**src/rtl/uart_tx_queue.sv**
```systemverilog
// Buffered UART transmit path: switch and keyboard byte strobes feed a FIFO that a
// framed serial transmitter (optional parity, one or two stop bits) drains back-to-back.
module uart_tx_queue #(
    parameter int CLK_HZ    = 100000000,
    parameter int BAUD      = 9600,
    parameter int DEPTH     = 16,
    parameter int PARITY    = 0,
    parameter int STOP_BITS = 1
) (
    input  logic                   clk,
    input  logic                   reset_n,
    input  logic                   sw_valid,
    input  logic [7:0]             sw_data,
    input  logic                   kb_valid,
    input  logic [7:0]             kb_data,
    input  logic                   clr_ovf,
    output logic                   tx,
    output logic                   busy,
    output logic [$clog2(DEPTH):0] count,
    output logic [7:0]             last_sent,
    output logic                   overflow
);
    localparam int DIV = CLK_HZ / BAUD;
    localparam int PW  = $clog2(DEPTH);
    localparam int CW  = PW + 1;
    localparam int BW  = $clog2(STOP_BITS * DIV + 1);
    localparam logic [BW-1:0] BIT_LAST  = BW'(DIV - 1);
    localparam logic [BW-1:0] STOP_LAST = BW'(STOP_BITS * DIV - 1);
    localparam logic [CW-1:0] DEPTH_C   = CW'(DEPTH);

    typedef enum logic [2:0] {
        S_IDLE  = 3'd0,
        S_START = 3'd1,
        S_DATA  = 3'd2,
        S_PAR   = 3'd3,
        S_STOP  = 3'd4
    } state_t;

    function automatic logic parity_bit(input logic [7:0] data);
        return (PARITY == 2) ? ~(^data) : (^data);
    endfunction

    state_t          state_q, state_d;
    logic [BW-1:0]   baud_q, baud_d;
    logic [2:0]      bit_q, bit_d;
    logic [7:0]      shift_q, shift_d;
    logic [7:0]      last_q, last_d;
    logic            tx_q, tx_d;
    logic            busy_q, busy_d;
    logic            ovf_q, ovf_d;
    logic [CW-1:0]   cnt_q, cnt_d;
    logic [PW-1:0]   wr_ptr_q, wr_ptr_d;
    logic [PW-1:0]   rd_ptr_q, rd_ptr_d;
    logic [7:0]      mem_q [DEPTH];
    logic [CW-1:0]   free_s;
    logic [PW-1:0]   kb_addr_s;
    logic            wr_sw_s, wr_kb_s, drop_s, pop_s;

    // Write admission: free space is judged before any pop in the same cycle
    always_comb begin
        free_s    = DEPTH_C - cnt_q;
        wr_sw_s   = sw_valid && (free_s != {CW{1'b0}});
        wr_kb_s   = kb_valid && (sw_valid ? (free_s > CW'(1)) : (free_s != {CW{1'b0}}));
        drop_s    = (sw_valid && !wr_sw_s) || (kb_valid && !wr_kb_s);
        kb_addr_s = wr_ptr_q + PW'(wr_sw_s);
        cnt_d     = cnt_q + CW'(wr_sw_s) + CW'(wr_kb_s) - CW'(pop_s);
        wr_ptr_d  = wr_ptr_q + PW'(wr_sw_s) + PW'(wr_kb_s);
        rd_ptr_d  = rd_ptr_q + PW'(pop_s);
        if (drop_s) begin
            ovf_d = 1'b1;
        end else if (clr_ovf) begin
            ovf_d = 1'b0;
        end else begin
            ovf_d = ovf_q;
        end
    end

    // Transmit FSM next state and registered line outputs
    always_comb begin
        state_d = state_q;
        baud_d  = baud_q;
        bit_d   = bit_q;
        shift_d = shift_q;
        last_d  = last_q;
        pop_s   = 1'b0;
        case (state_q)
            S_IDLE: begin
                if (cnt_q != {CW{1'b0}}) begin
                    pop_s   = 1'b1;
                    shift_d = mem_q[rd_ptr_q];
                    last_d  = mem_q[rd_ptr_q];
                    baud_d  = {BW{1'b0}};
                    bit_d   = 3'd0;
                    state_d = S_START;
                end else begin
                    state_d = S_IDLE;
                end
            end
            S_START, S_PAR: begin
                if (baud_q == BIT_LAST) begin
                    baud_d  = {BW{1'b0}};
                    state_d = (state_q == S_START) ? S_DATA : S_STOP;
                end else begin
                    baud_d = baud_q + BW'(1);
                end
            end
            S_DATA: begin
                if (baud_q == BIT_LAST) begin
                    baud_d  = {BW{1'b0}};
                    shift_d = {1'b0, shift_q[7:1]};
                    bit_d   = bit_q + 3'd1;
                    if (bit_q == 3'd7) begin
                        state_d = (PARITY != 0) ? S_PAR : S_STOP;
                    end else begin
                        state_d = S_DATA;
                    end
                end else begin
                    baud_d = baud_q + BW'(1);
                end
            end
            S_STOP: begin
                if (baud_q == STOP_LAST) begin
                    baud_d  = {BW{1'b0}};
                    state_d = S_IDLE;
                end else begin
                    baud_d = baud_q + BW'(1);
                end
            end
            default: begin
                baud_d  = {BW{1'b0}};
                state_d = S_IDLE;
            end
        endcase

        case (state_q)
            S_IDLE:  tx_d = 1'b1;
            S_START: tx_d = 1'b0;
            S_DATA:  tx_d = shift_q[0];
            S_PAR:   tx_d = parity_bit(last_q);
            S_STOP:  tx_d = 1'b1;
            default: tx_d = 1'b1;
        endcase
        busy_d = (state_q != S_IDLE);
    end

    // FIFO storage, pointers and occupancy
    always_ff @(posedge clk or negedge reset_n) begin
        if (!reset_n) begin
            for (int i = 0; i < DEPTH; i++) begin
                mem_q[i] <= 8'h00;
            end
            wr_ptr_q <= {PW{1'b0}};
            rd_ptr_q <= {PW{1'b0}};
            cnt_q    <= {CW{1'b0}};
            ovf_q    <= 1'b0;
        end else begin
            if (wr_sw_s) begin
                mem_q[wr_ptr_q] <= sw_data;
            end
            if (wr_kb_s) begin
                mem_q[kb_addr_s] <= kb_data;
            end
            wr_ptr_q <= wr_ptr_d;
            rd_ptr_q <= rd_ptr_d;
            cnt_q    <= cnt_d;
            ovf_q    <= ovf_d;
        end
    end

    // Transmitter state and line registers; reset abandons any frame in flight
    always_ff @(posedge clk or negedge reset_n) begin
        if (!reset_n) begin
            state_q <= S_IDLE;
            baud_q  <= {BW{1'b0}};
            bit_q   <= 3'd0;
            shift_q <= 8'h00;
            last_q  <= 8'h00;
            tx_q    <= 1'b1;
            busy_q  <= 1'b0;
        end else begin
            state_q <= state_d;
            baud_q  <= baud_d;
            bit_q   <= bit_d;
            shift_q <= shift_d;
            last_q  <= last_d;
            tx_q    <= tx_d;
            busy_q  <= busy_d;
        end
    end

    assign tx        = tx_q;
    assign busy      = busy_q;
    assign count     = cnt_q;
    assign last_sent = last_q;
    assign overflow  = ovf_q;

endmodule

```
**config.mk**
```make
export PLATFORM = sky130hd
export DESIGN_NAME = uart_tx_queue
export DESIGN_NICKNAME = d
export VERILOG_FILES = /design/src/rtl/uart_tx_queue.sv
export SDC_FILE = /design/constraint.sdc
export NUM_CORES = 1
export LEC_CHECK = 0
export CELL_PAD_IN_SITES_DETAIL_PLACEMENT = 0
export CELL_PAD_IN_SITES_GLOBAL_PLACEMENT = 1
export CORE_MARGIN = 4
export CORE_UTILIZATION = 56
export CTS_BUF_LIST = sky130_fd_sc_hd__clkbuf_8 sky130_fd_sc_hd__clkbuf_16
export CTS_CLUSTER_DIAMETER = 80
export DETAILED_ROUTE_END_ITERATION = 10
export PLACE_DENSITY = 0.93
export SKIP_CTS_REPAIR_TIMING = 1
export SLEW_MARGIN = 15
export SYNTH_ARGS = -nofsm -noshare
export SYNTH_HDL_FRONTEND = slang
export SYNTH_SLANG_ARGS = --single-unit
export TNS_END_PERCENT = 1
```
**constraint.sdc**
```tcl
create_clock -name clk -period 8.9 [get_ports clk]
set_input_delay 0.89 -clock clk [delete_from_list [all_inputs] [get_ports clk]]
set_output_delay 0.89 -clock clk [all_outputs]
set_load 0.1 [all_outputs]
```
==> run summary, run 1 <==
r2r worst-path depth: 12
Setup Skew: 0.01227 ns
Mapped Nets: 851
CTS Buffer Depth: 2
pin count of the biggest net entering global routing: 65
WL final: 26.19 mm
CP Class: register to register
Slew Limit Headroom: 0.2478
flops & latches, synth: 180
Final Cycle Share: 0.4897
CP max-delay cell: ha_1
Syn Inst Count: 810
Power Density: 328.4 nW/um^2
Mean Syn Cell Area: 13.13 sq um
clk root buf: clkbuf_16
Initial DRC Count: 528
Worst Path Max Fanout: 19
global route overflow: 0
WP data arrival: 4.67 ns
dpl hpwl: 17.38 mm
startpoint types: register
diode count: 0
post-synthesis cell type count: 52
worst IR drop on VDD: 146.3 uV
IO Port Bufs: 36
Final Critical Period: 4.359 ns
vias in the first global route: 7441
Finished Cell Area: 11690 sq um
post-synth top area cell: dfrtp_1
clock sink count: 180
Initial Utilization: 0.5684
unrepaired setup endpoints after global routing: false
core area: 18710 sq um
max cap viols: 0
die footprint: 21250 sq um
post-layout net count: 864
drc violations: 0
Yosys Warn Count: 0
die height: 145.8 microns
H-tree depth: 4
Area Overhead vs Synth: 9.945%
placed inst area: 11100 sq um
smallest hold slack: 0.4147 ns
Synth Flop Type: dfrtp_1
average routed wire per standard cell: 24.47 microns
DIE WIDTH: 145.8 microns
buffer and inverter count on the worst path: 2
asr flop ratio synth: 1.000
sequential share of the synthesized area: 0.4238
GRT Overall Usage: 0.2540
worst hold-check path type: primary input to asynchronous set/reset pin
initial antenna violation count: 0
global-route wire length before repair: 42.12 mm
Vias/cell: 6.458
Synth Cell Area: 10630 sq um
cell family with most CP delay: adder cells
Row Count: 50
io pins: 37
flop-to-flop setup slack: 4.54 ns
slowest stage delay, CP: 0.93 ns
Crit Reg-Reg Endpoint: mem_q[29]
Setup TNS: 0 ns
Final Hold Viols: 0
Design Power: 3839 uW
Crit path top cell by count: ha_1
Leakage: 0.004938 uW
EDFF count, synth: 0
final number of setup-violating endpoints: 0
Clock Latency Late Sink: 0.44 ns
Slew Limit Fails: 0
top cells by area, synth: dfrtp_1, mux2_2, mux4_2, mux2_4, ha_1
element type at the critical path end: register
CTS buffer count: 17
highest clock rate: 0.2294 GHz
outcome: complete, no violations
gpl congestion: 0.9125
CTS tree: yes
Worst R2R Start: count[0]
vias: 6910
Synth top area share: 0.4213
Reg clk slew, reported paths: 0.07 ns
CP Cell Sequence: inv_1 > ha_1 > and2_1 > ha_1 > nand3_1 > nand2_1 > inv_1 > ha_1 > ha_1 > nor4_1 > nand3_1 > mux2_2
Worst-Margin Slew: 1.128 ns
Req. time, crit path: 9.21 ns
DR pass1 iterations: 5
Detail Route Antenna Nets: 0
layout cells sized above 1: 0.4378
==> flip-flops by register name, summed over array words and instances (netlist names) <==
name and cells:
overflow 1, count 5, wr_ptr_q 4, bit_q 3, mem_q 128, last_sent 8, shift_q 8, busy 1
rd_ptr_q 4, state_q 3, tx 1, baud_q 14
==> cell type report <==
type | instances | area, sq um
clock buffers | 17 | 425.4
multi-input cells | 565 | 5831
well taps | 234 | 292.8
repair buffers | 42 | 406.6
fillers | 1384 | 7017
flip-flops and latches | 180 | 4508
inverters | 17 | 63.81
clock inverters | 15 | 161.4
==> cell usage in the layout, fill, tap and decap left out, types with 16 or more instances in the layout <==
cell type and count:
mux2_4 32, dfrtp_1 177, mux4_2 33, inv_1 16, nand3_1 20, nor2_1 32
nand2_1 38, clkbuf_16 17, o21ai_0 28, mux2_2 226, a22o_1 16, ha_1 18
clkdlybuf4s50_1 35
==> cell usage after synthesis, drive strengths merged (3+ instances only) <==
master / n
nand3b: 3
a22o: 16
buf: 20
and3: 4
mux4: 33
xnor2: 15
nor3: 8
clkbuf: 28
a311oi: 10
and2: 4
inv: 17
nor2: 32
nand2: 46
ha: 18
a21oi: 3
nand4: 4
a21o: 4
nand2b: 5
xor2: 9
a311o: 6
a31oi: 6
nor4: 4
nand3: 25
o21ai: 28
dfrtp: 179
mux2: 263
nor2b: 5
==> stage by stage <==
step / utilization / setup WS (ns) / std cells
global placement: 0.5935 / 4.779 / 1038
CTS: 0.6249 / 4.606 / 1070
global route: 0.6249 / 4.276 / 1070
floorplan: - / 4.401 / 810
finish: 0.6249 / 4.541 / 1070
detailed placement: 0.5935 / 4.628 / 1038
==> power by group <==
| group | switching, uW | internal (uW) |
|---|---|---|
| sequential | 197 | 1150 |
| clock | 365 | 401 |
| combinational | 813 | 912 |
==> worst max-delay path by stage <==
stage	start	to	slack, ns	cells after the start
finish	count[0]	mem_q[29]	4.54	12
global route	count[1]	mem_q[87]	4.28	12
CTS	count[0]	mem_q[24]	4.61	12
detailed placement	count[0]	mem_q[24]	4.63	12
global placement	count[0]	mem_q[25]	4.78	12
floorplan	count[0]	mem_q[56]	4.40	15
==> metal layers <==
| metal | wire length, microns | up-vias | track usage |
|---|---|---|---|
| met2 | 12590 | 199 | 0.4066 |
| met5 | 0 | - | 0 |
| met3 | 1400 | 48 | 0.04889 |
| li1 | - | 3020 | - |
| met4 | 812 | 0 | 0.09544 |
| met1 | 11390 | 3643 | 0.3462 |
==> kinds of logic after synthesis <==
| family | share of synthesized area |
|---|---|
| AND/OR/NAND/NOR | 0.07508 |
| adder cells (fa/ha/maj) | 0.02495 |
| XOR/XNOR | 0.02224 |
| flip-flops | 0.4238 |
| buffers and inverters | 0.02801 |
| multiplexers | 0.3598 |
| AO/OA/AOI/OAI | 0.06614 |
==> worst register-to-register path, cell delays in order (launching register included) <==
cell     delay (ns)
dfrtp_1        0.46
inv_1          0.12
ha_1           0.24
and2_1         0.15
ha_1           0.93
nand3_1        0.15
nand2_1        0.14
inv_1          0.06
ha_1           0.19
ha_1           0.40
nor4_1         0.48
nand3_1        0.49
mux2_2         0.44
Power figures use the tool's default switching activity.
==> inputs of run 2 (changes only) <==
Settings changed: CORE_UTILIZATION 56 to 52, PLACE_DENSITY 0.93 to 0.88.
Clock period 8.9 ns to 4.4 ns, I/O delays scaled along.
==> run 2 against run 1 <==
Die area is 7.3% higher. Wire length is 6.5% lower. Sequential power is 100% higher. First-iteration DRC count is 13% lower. Sequential cell count stayed put. Critical path type unchanged. Critical endpoint is now mem_q[30]. Largest power group unchanged.
==> run summary, run 2 (synthesis results as in run 1) <==
Worst R2R Start: count[1]
GRT Overall Usage: 0.2310
most flop-heavy register: mem_q
Worst Path Max Fanout: 19
Worst-Margin Slew: 1.123 ns
layout cells sized above 1: 0.4434
DIE WIDTH: 151.0 microns
startpoint types: register
die height: 151.0 microns
diode count: 0
CP Class: register to register
vias: 6592
most common cell after layout, fill and taps aside: mux2_2
Slew Limit Fails: 0
r2r worst-path depth: 12
dpl hpwl: 16.12 mm
Final Util: 0.5840
vias in the first global route: 6870
WL final: 24.49 mm
pin count of the biggest net entering global routing: 100
worst IR drop on VDD: 279.1 uV
most frequent cells in the layout: mux2_2, dfrtp_1, nand2_1
gpl congestion: 0.8130
Placed Cells: 1077
clock sink count: 180
Vias/cell: 5.944
die footprint: 22800 sq um
final number of setup-violating endpoints: 0
largest registers: mem_q x128, baud_q x14
crit path to: mem_q[30]
Req. time, crit path: 4.71 ns
global-route wire length before repair: 39.57 mm
outcome: complete, no violations
Setup Skew: 0.01189 ns
Row Count: 52
unrepaired setup endpoints after global routing: false
initial antenna violation count: 0
IO Port Bufs: 36
highest clock rate: 0.2568 GHz
max cap viols: 0
Critical Path Source: count[1]
worst hold-check path type: primary input to asynchronous set/reset pin
CTS Buffer Depth: 2
core area: 20170 sq um
clk root buf: clkbuf_16
CTS tree: yes
max reg flops: 128
DR pass1 iterations: 4
element type at the critical path end: register
Slew Limit Headroom: 0.2515
Clock Latency Late Sink: 0.44 ns
placed inst area: 11190 sq um
post-layout net count: 867
Finished Cell Area: 11780 sq um
Initial Utilization: 0.5271
io pins: 37
H-tree depth: 4
Area Overhead vs Synth: 10.79%
Crit Reg-Reg Endpoint: mem_q[30]
flop-to-flop setup slack: 0.51 ns
drc violations: 0
Leakage: 0.004946 uW
global route overflow: 0
Reg clk slew, reported paths: 0.08 ns
Initial DRC Count: 457
Final Critical Period: 3.894 ns
Detail Route Antenna Nets: 0
Final Cycle Share: 0.8851
average routed wire per standard cell: 22.08 microns
Final Instance Count excl. Fillers: 1109
Final Hold Viols: 0
WP data arrival: 4.20 ns
CTS buffer count: 17
Power Density: 649.7 nW/um^2
Setup TNS: 0 ns
[run 2: critical path: stages, from the launching register on]
cell	delay [ns]
dfrtp_2	0.42
inv_1	0.09
ha_1	0.20
nor2b_4	0.14
xnor2_4	0.65
nand3_1	0.17
nand2_1	0.14
inv_1	0.06
ha_1	0.19
ha_1	0.40
nor4_1	0.44
nand3_1	0.44
mux2_2	0.42
[run 2: area by class of cell]
type / instances / area, sq um
clock buffer: 17 / 425.4
clock inverter: 15 / 167.7
fill: 1631 / 8391
inverter: 17 / 63.81
multi-input combinational: 565 / 5831
sequential: 180 / 4512
tap: 270 / 337.8
timing repair buffer: 45 / 441.7
[run 2: power breakdown]
| group | internal, uW | leakage [uW] | switching, uW |
|---|---|---|---|
| sequential | 2330 | 0.00218 | 380 |
| clock | 761 | 0.000279 | 750 |
| combinational | 1860 | 0.00249 | 1580 |
[run 2: how the worst min path moves through the flow]
stage,start,end,slack [ns],cells past startpoint
2_1_floorplan,reset_n,baud_q[0],0.14,0
3_3_place_gp,bit_q[1],bit_q[1],0.48,2
5_1_grt,reset_n,count[1],0.1,1
3_5_place_dp,bit_q[1],bit_q[1],0.49,2
6_report,reset_n,count[1],0.04,1
4_1_cts,reset_n,count[1],0.08,1
[run 2: routing by layer]
layer	global-route usage	routed length, microns	vias up
li1	-	-	3049
met4	0.07026	410	0
met3	0.05177	1717	22
met5	0	0	-
met2	0.3568	11520	150
met1	0.3276	10840	3371
[run 2: stage by stage]
step / hold slack [ns] / total power [uW] / worst slack (ns)
after floorplan: 0.1444 / 5463 / 0.0006954
after global placement: 0.4795 / 6033 / 0.6473
after detailed placement: 0.4911 / 6156 / 0.5678
after CTS: 0.07957 / 7670 / 0.5319
after global routing: 0.09743 / 8103 / 0.2714
final: 0.03762 / 7653 / 0.5056
